$ cat config.mk
export PLATFORM = sky130hd
export DESIGN_NAME = memory_arbiter
export DESIGN_NICKNAME = d
export VERILOG_FILES = /design/src/rtl/cpu_types_pkg.sv /design/src/rtl/memory_arbiter_wdog.sv /design/src/rtl/memory_arbiter.sv
export SDC_FILE = /design/constraint.sdc
export NUM_CORES = 1
export LEC_CHECK = 0
export BUFFER_PORTS_ARGS = -buffer_cell sky130_fd_sc_hd__buf_2
export CAP_MARGIN = 20
export CELL_PAD_IN_SITES_DETAIL_PLACEMENT = 2
export CELL_PAD_IN_SITES_GLOBAL_PLACEMENT = 2
export CORE_MARGIN = 1
export CORE_UTILIZATION = 21
export DETAILED_ROUTE_END_ITERATION = 10
export HOLD_SLACK_MARGIN = 0.1
export PLACE_DENSITY = 0.82
export SETUP_SLACK_MARGIN = 0.2
export SLEW_MARGIN = 25
export SYNTH_ARGS = -nofsm -noshare
export SYNTH_HDL_FRONTEND = slang
export SYNTH_SLANG_ARGS = --single-unit
$ cat constraint.sdc
create_clock -name CLK -period 3.6 [get_ports CLK]
set_input_delay 0.18 -clock CLK [delete_from_list [all_inputs] [get_ports CLK]]
set_output_delay 0.18 -clock CLK [all_outputs]
set_load 0.005 [all_outputs]
$ cat src/rtl/cpu_types_pkg.sv
// Shared CPU types: word and RAM handshake types, plus the memory arbiter's
// state and grant-source enums.
package cpu_types_pkg;

  typedef logic [31:0] word_t;

  typedef enum logic [1:0] {
    FREE   = 2'd0,
    BUSY   = 2'd1,
    ACCESS = 2'd2,
    ERROR  = 2'd3
  } ramstate_t;

  typedef enum logic [1:0] {
    IDLE = 2'd0,
    DACC = 2'd1,
    IACC = 2'd2,
    ERR  = 2'd3
  } arb_state_t;

  typedef enum logic {
    SRC_I = 1'b0,
    SRC_D = 1'b1
  } arb_src_t;

endpackage

$ cat src/rtl/memory_arbiter_wdog.sv
// Per-access watchdog for the memory arbiter: a clearable, enabled counter
// that saturates at TIMEOUT_CYCLES-1 and flags expiry there.
module memory_arbiter_wdog #(
  parameter int TIMEOUT_CYCLES = 16,
  parameter int CNT_W          = 5
) (
  input  logic CLK,
  input  logic nRST,
  input  logic i_clr,
  input  logic i_en,
  output logic o_expired
);

  localparam logic [CNT_W-1:0] LP_LAST = CNT_W'(TIMEOUT_CYCLES - 1);

  logic [CNT_W-1:0] r_cnt;

  always_ff @(posedge CLK) begin
    if (!nRST) begin
      r_cnt <= '0;
    end else if (i_clr) begin
      r_cnt <= '0;
    end else if (i_en && (r_cnt != LP_LAST)) begin
      r_cnt <= r_cnt + 1'b1;
    end
  end

  assign o_expired = (r_cnt == LP_LAST);

endmodule

$ cat src/rtl/memory_arbiter.sv
// Serialises instruction-fetch and data requests onto one RAM port with a
// per-access watchdog and sticky error. ARB_RR_EN makes ties round-robin.
//
// state | meaning
// IDLE  | waiting for a request; no RAM strobes
// DACC  | data access in flight, RAM driven from capture registers
// IACC  | instruction fetch in flight, RAM driven from capture registers
// ERR   | RAM error or watchdog expiry; sticky until reset
module memory_arbiter
  import cpu_types_pkg::*;
#(
  parameter int TIMEOUT_CYCLES = 16,
  parameter int CNT_W          = 5
) (
  input  logic      CLK,
  input  logic      nRST,
  input  logic      iREN,
  input  word_t     iaddr,
  input  logic      dREN,
  input  logic      dWEN,
  input  word_t     daddr,
  input  word_t     dstore,
  output logic      ihit,
  output word_t     iload,
  output logic      dhit,
  output word_t     dload,
  output logic      ramREN,
  output logic      ramWEN,
  output word_t     ramaddr,
  output word_t     ramstore,
  input  word_t     ramload,
  input  ramstate_t ramstate,
  output logic      arb_err
);

  arb_state_t r_state;
  word_t      r_addr;
  word_t      r_store;
  logic       r_wr;
  logic       r_ren;
  logic       r_wen;
  logic       r_err;

  logic w_dreq;
  logic w_pick_d;
  logic w_pick_i;
  logic w_in_acc;
  logic w_access;
  logic w_rerr;
  logic w_expired;

  assign w_dreq   = dREN | dWEN;
  assign w_in_acc = (r_state == DACC) || (r_state == IACC);
  assign w_access = (ramstate == ACCESS);
  assign w_rerr   = (ramstate == ERROR);

`ifdef ARB_RR_EN
  arb_src_t r_last_grant;
  logic     w_tie;

  assign w_tie    = w_dreq & iREN;
  assign w_pick_d = w_dreq & (~iREN | (r_last_grant == SRC_I));
`else
  assign w_pick_d = w_dreq;
`endif
  assign w_pick_i = iREN & ~w_pick_d;

  // Cleared every IDLE cycle, so each grant starts a fresh count.
  memory_arbiter_wdog #(
    .TIMEOUT_CYCLES (TIMEOUT_CYCLES),
    .CNT_W          (CNT_W)
  ) u_wdog (
    .CLK       (CLK),
    .nRST      (nRST),
    .i_clr     (r_state == IDLE),
    .i_en      (w_in_acc && !w_access && !w_rerr),
    .o_expired (w_expired)
  );

  always_ff @(posedge CLK) begin
    if (!nRST) begin
      r_state <= IDLE;
      r_addr  <= '0;
      r_store <= '0;
      r_wr    <= 1'b0;
      r_ren   <= 1'b0;
      r_wen   <= 1'b0;
      r_err   <= 1'b0;
`ifdef ARB_RR_EN
      r_last_grant <= SRC_I;
`endif
    end else begin
      case (r_state)
        IDLE: begin
          if (w_pick_d) begin
            r_addr  <= daddr;
            r_store <= dstore;
            r_wr    <= dWEN;
            r_ren   <= ~dWEN;
            r_wen   <= dWEN;
            r_state <= DACC;
`ifdef ARB_RR_EN
            if (w_tie) r_last_grant <= SRC_D;
`endif
          end else if (w_pick_i) begin
            r_addr  <= iaddr;
            r_store <= '0;
            r_wr    <= 1'b0;
            r_ren   <= 1'b1;
            r_wen   <= 1'b0;
            r_state <= IACC;
`ifdef ARB_RR_EN
            if (w_tie) r_last_grant <= SRC_I;
`endif
          end
        end
        DACC, IACC: begin
          if (w_access) begin
            r_ren   <= 1'b0;
            r_wen   <= 1'b0;
            r_state <= IDLE;
          end else if (w_rerr || w_expired) begin
            r_ren   <= 1'b0;
            r_wen   <= 1'b0;
            r_err   <= 1'b1;
            r_state <= ERR;
          end
        end
        default: begin
          r_ren <= 1'b0;
          r_wen <= 1'b0;
          r_err <= 1'b1;
        end
      endcase
    end
  end

  // Hits are gated by nRST so a reset landing on an ACCESS cycle drops the access.
  assign ihit     = nRST && (r_state == IACC) && w_access;
  assign dhit     = nRST && (r_state == DACC) && w_access;
  assign iload    = ihit ? ramload : '0;
  assign dload    = (dhit && !r_wr) ? ramload : '0;
  assign ramREN   = r_ren;
  assign ramWEN   = r_wen;
  assign ramaddr  = r_addr;
  assign ramstore = r_store;
  assign arb_err  = r_err;

endmodule

==> metrics <==
Layout area overhead 53.6%; vias per cell 4.67; critical path class register to output pin; number of I/O port buffers 267; GRT overflow 0; Hold Path Depth 3; Setup TNS 0 ns; number of synthesized flops with an enable pin 0; largest net degree at the start of global routing 70; Max H-tree Level 3; Critical Path Start Type register; Hold Startpoint dstore[7]; Power Density 628 mW/mm^2; Worst-path clk slew 0.06 ns; final WL 15100 um; area of the core 0.0161 mm^2; first-pass GRT wire length 24100 um; CP max stage cell and3_1; sequential-to-total area share from yosys stat 0.428; worst reg2reg startpoint u_wdog.r_cnt[0]$_SDFFE_PP0P_; Unique masters post-synth 34; ys flop type dfxtp_1; DR DRC count 0; syn nets 567; Post-Layout Cell Count 899; drt first pass iters 4; min-delay worst type input pin to register; CP required 3.42 ns; drt wl/cell 16.8 um; HPWL Detailed 11600 um; crit path max fanout 33; Initial Util 0.218; hold_ws 0.111 ns; max_slew headroom 0.418; vias in the first global route 4549; GRT Total Usage 0.174; fraction of layout cells with a size suffix above 1 0.433; fmax 452 MHz; fill count 1927; Least-Margin Pin Slew 0.873 ns; Die Y 131 um; Tcrit/Tclk final 0.614; max incr delay on CP 0.73 ns; arrival time at the worst endpoint 2.03 ns; CTS buffer count 9; Worst Reg2Reg Path Length in Cells 6; Via Count 4198; Final GP Congestion 0.821; clock sinks 75; CTS tree done; Final nets 818; asr flop ratio synth 0; final hold viol count 0; hold endpoint ramstore[7]$_SDFFE_PN0P_; R2R Setup Slk 1.58 ns; Slew Limit Fails 0; endpoints failing setup 0; Iteration-0 DRC Markers 125; clock period minus worst slack 2.21 ns; Top Ports 268; RSZ-0062 raised after global routing false; critical path cell sequence inv_1 -> ha_1 -> and3_1 -> and2_1 -> buf_2; synthesis-stage register bit count 75; synthesized area 0.00351 mm^2; R2R Path End r_state[0]$_SDFFE_PN0P_; Layout Skew 0.00636 ns; root buf cell clkbuf_16; initial antenna violation count 1; # Max-Cap Violations 0; Detail Route Antenna Nets 0; maximum vdd drop 0.000233 V; post-synthesis instance total 427; clk_lat worst skew 0.33 ns; status complete, no violations; Crit. End Element output pin; Placed Cells 875; Die W 131 um; Die Area 0.0172 mm^2; Synth Area per Inst 8.23 um^2; Syn. warnings 0; # rows 46; Clock Tree Buf Depth 2; leakage power 2.70 nW
[cells in the final DEF (no fill, tap or decap), types with 2 or more instances in the layout]
cell type | netlist | final
a21oi_1 | 6 | 6
clkbuf_16 | 0 | 9
nor2_1 | 70 | 70
nand2b_1 | 2 | 2
clkinv_2 | 0 | 2
mux2i_1 | 2 | 2
or3_1 | 3 | 3
bufinv_16 | 0 | 2
inv_1 | 3 | 3
nand2_1 | 36 | 36
xnor2_1 | 2 | 2
dlygate4sd3_1 | 0 | 8
ha_1 | 5 | 5
a22oi_1 | 33 | 33
buf_4 | 0 | 3
o21ai_0 | 35 | 35
buf_2 | 17 | 267
dfxtp_1 | 75 | 75
and2_1 | 64 | 64
and3_1 | 2 | 2
a311oi_1 | 32 | 32
nand3_1 | 2 | 2
[worst max-delay path: cells and delay by family, from the launching register on]
kind                     cells  cell delay (ns)
buffers and inverters        2             0.22
flip-flops                   1             0.34
AND/OR/NAND/NOR              2             0.99
adder cells (fa/ha/maj)      1             0.15
[worst max-delay path by stage]
| stage | start | to | slack [ns] | depth (start not counted) |
|---|---|---|---|---|
| 2_1_floorplan | u_wdog.r_cnt[0]$_SDFFE_PP0P_ | u_wdog.r_cnt[3]$_SDFFE_PP0P_ | 1.76 | 6 |
| 3_3_place_gp | dWEN | ramstore[11]$_SDFFE_PN0P_ | 1.41 | 4 |
| 3_5_place_dp | u_wdog.r_cnt[0]$_SDFFE_PP0P_ | r_state[0]$_SDFFE_PN0P_ | 1.57 | 6 |
| 4_1_cts | r_state[0]$_SDFFE_PN0P_ | iload[17] | 1.37 | 5 |
| 5_1_grt | r_state[0]$_SDFFE_PN0P_ | iload[22] | 1.25 | 5 |
| 6_report | r_state[0]$_SDFFE_PN0P_ | iload[17] | 1.39 | 5 |
[flip-flops by register name (all words and copies together), names as in the netlist]
signal / flops
ramWEN: 1
r_wr: 1
arb_err: 1
ramREN: 1
ramaddr: 32
ramstore: 32
r_state: 2
u_wdog.r_cnt: 5
[cell families (layout without fill, tap and decap cells)]
| group | count (synthesis) | after routing | share of synthesized area |
|---|---|---|---|
| other cells | 0 | 1 | 0 |
| compound gates | 114 | 114 | 0.231 |
| fa+ha+maj | 5 | 5 | 0.0178 |
| mux | 2 | 2 | 0.00570 |
| xor+xnor | 2 | 2 | 0.00499 |
| simple gates | 187 | 187 | 0.262 |
| buf+inv | 42 | 297 | 0.0509 |
| flops | 75 | 75 | 0.428 |
[power breakdown]
part	leakage (nW)	switching, mW	internal (mW)
Clock	0.154	0.341	0.619
Combinational	1.93	0.729	0.519
Sequential	0.620	0.125	1.05
[area by class of cell]
| class | instances | area [um^2] | area share |
|---|---|---|---|
| Clock inverter | 5 | 77.6 | 0.0144 |
| Multi-Input combinational cell | 310 | 1850 | 0.342 |
| Timing Repair Buffer | 278 | 1440 | 0.267 |
| Inverter | 4 | 17.5 | 0.00325 |
| Clock buffer | 10 | 239 | 0.0443 |
| Sequential cell | 75 | 1500 | 0.278 |
| Antenna cell | 1 | 2.50 | 0.000464 |
| Tap cell | 216 | 270 | 0.0501 |
[metrics by stage]
step / util / setup slack (ns) / instance area (um^2) / power (mW)
detailed placement: 0.310 / 1.57 / 4990 / 2.45
global placement: 0.309 / 1.41 / 4980 / 2.36
global route: 0.335 / 1.25 / 5390 / 3.63
CTS: 0.335 / 1.37 / 5390 / 3.45
floorplan: - / 1.76 / 3510 / 1.94
finish: 0.335 / 1.39 / 5390 / 3.39
[routing by layer]
metal,global-route usage,up-vias,routed length [um]
li1,-,1988,-
met1,0.181,1991,5810
met2,0.329,188,7890
met3,0.0436,31,903
met4,0.0762,0,494
met5,0,-,0
[cells in the mapped netlist, types with 2 or more instances]
| cell type | number | area (um^2) |
|---|---|---|
| dfxtp_1 | 75 | 1500 |
| nor2_1 | 70 | 263 |
| a311oi_1 | 32 | 280 |
| clkbuf_1 | 18 | 67.6 |
| o21ai_0 | 35 | 175 |
| mux2i_1 | 2 | 20.0 |
| buf_1 | 3 | 11.3 |
| nand3_1 | 2 | 10.0 |
| and3_1 | 2 | 12.5 |
| ha_1 | 5 | 62.6 |
| a22oi_1 | 33 | 248 |
| nor3_1 | 2 | 10.0 |
| and2_1 | 64 | 400 |
| buf_2 | 17 | 85.1 |
| or3_1 | 3 | 18.8 |
| xnor2_1 | 2 | 17.5 |
| inv_1 | 3 | 11.3 |
| a21oi_1 | 6 | 30.0 |
| nand2_1 | 36 | 135 |
| nand2b_1 | 2 | 12.5 |
| o21a_1 | 2 | 15.0 |
[repair_timing]
action                    CTS  global route
hold buffers                8             0
setup buffers               0             0
hold endpoints to repair    8             0
gates resized for setup     0             0
Note: power is estimated with default switching activity, not from simulation.
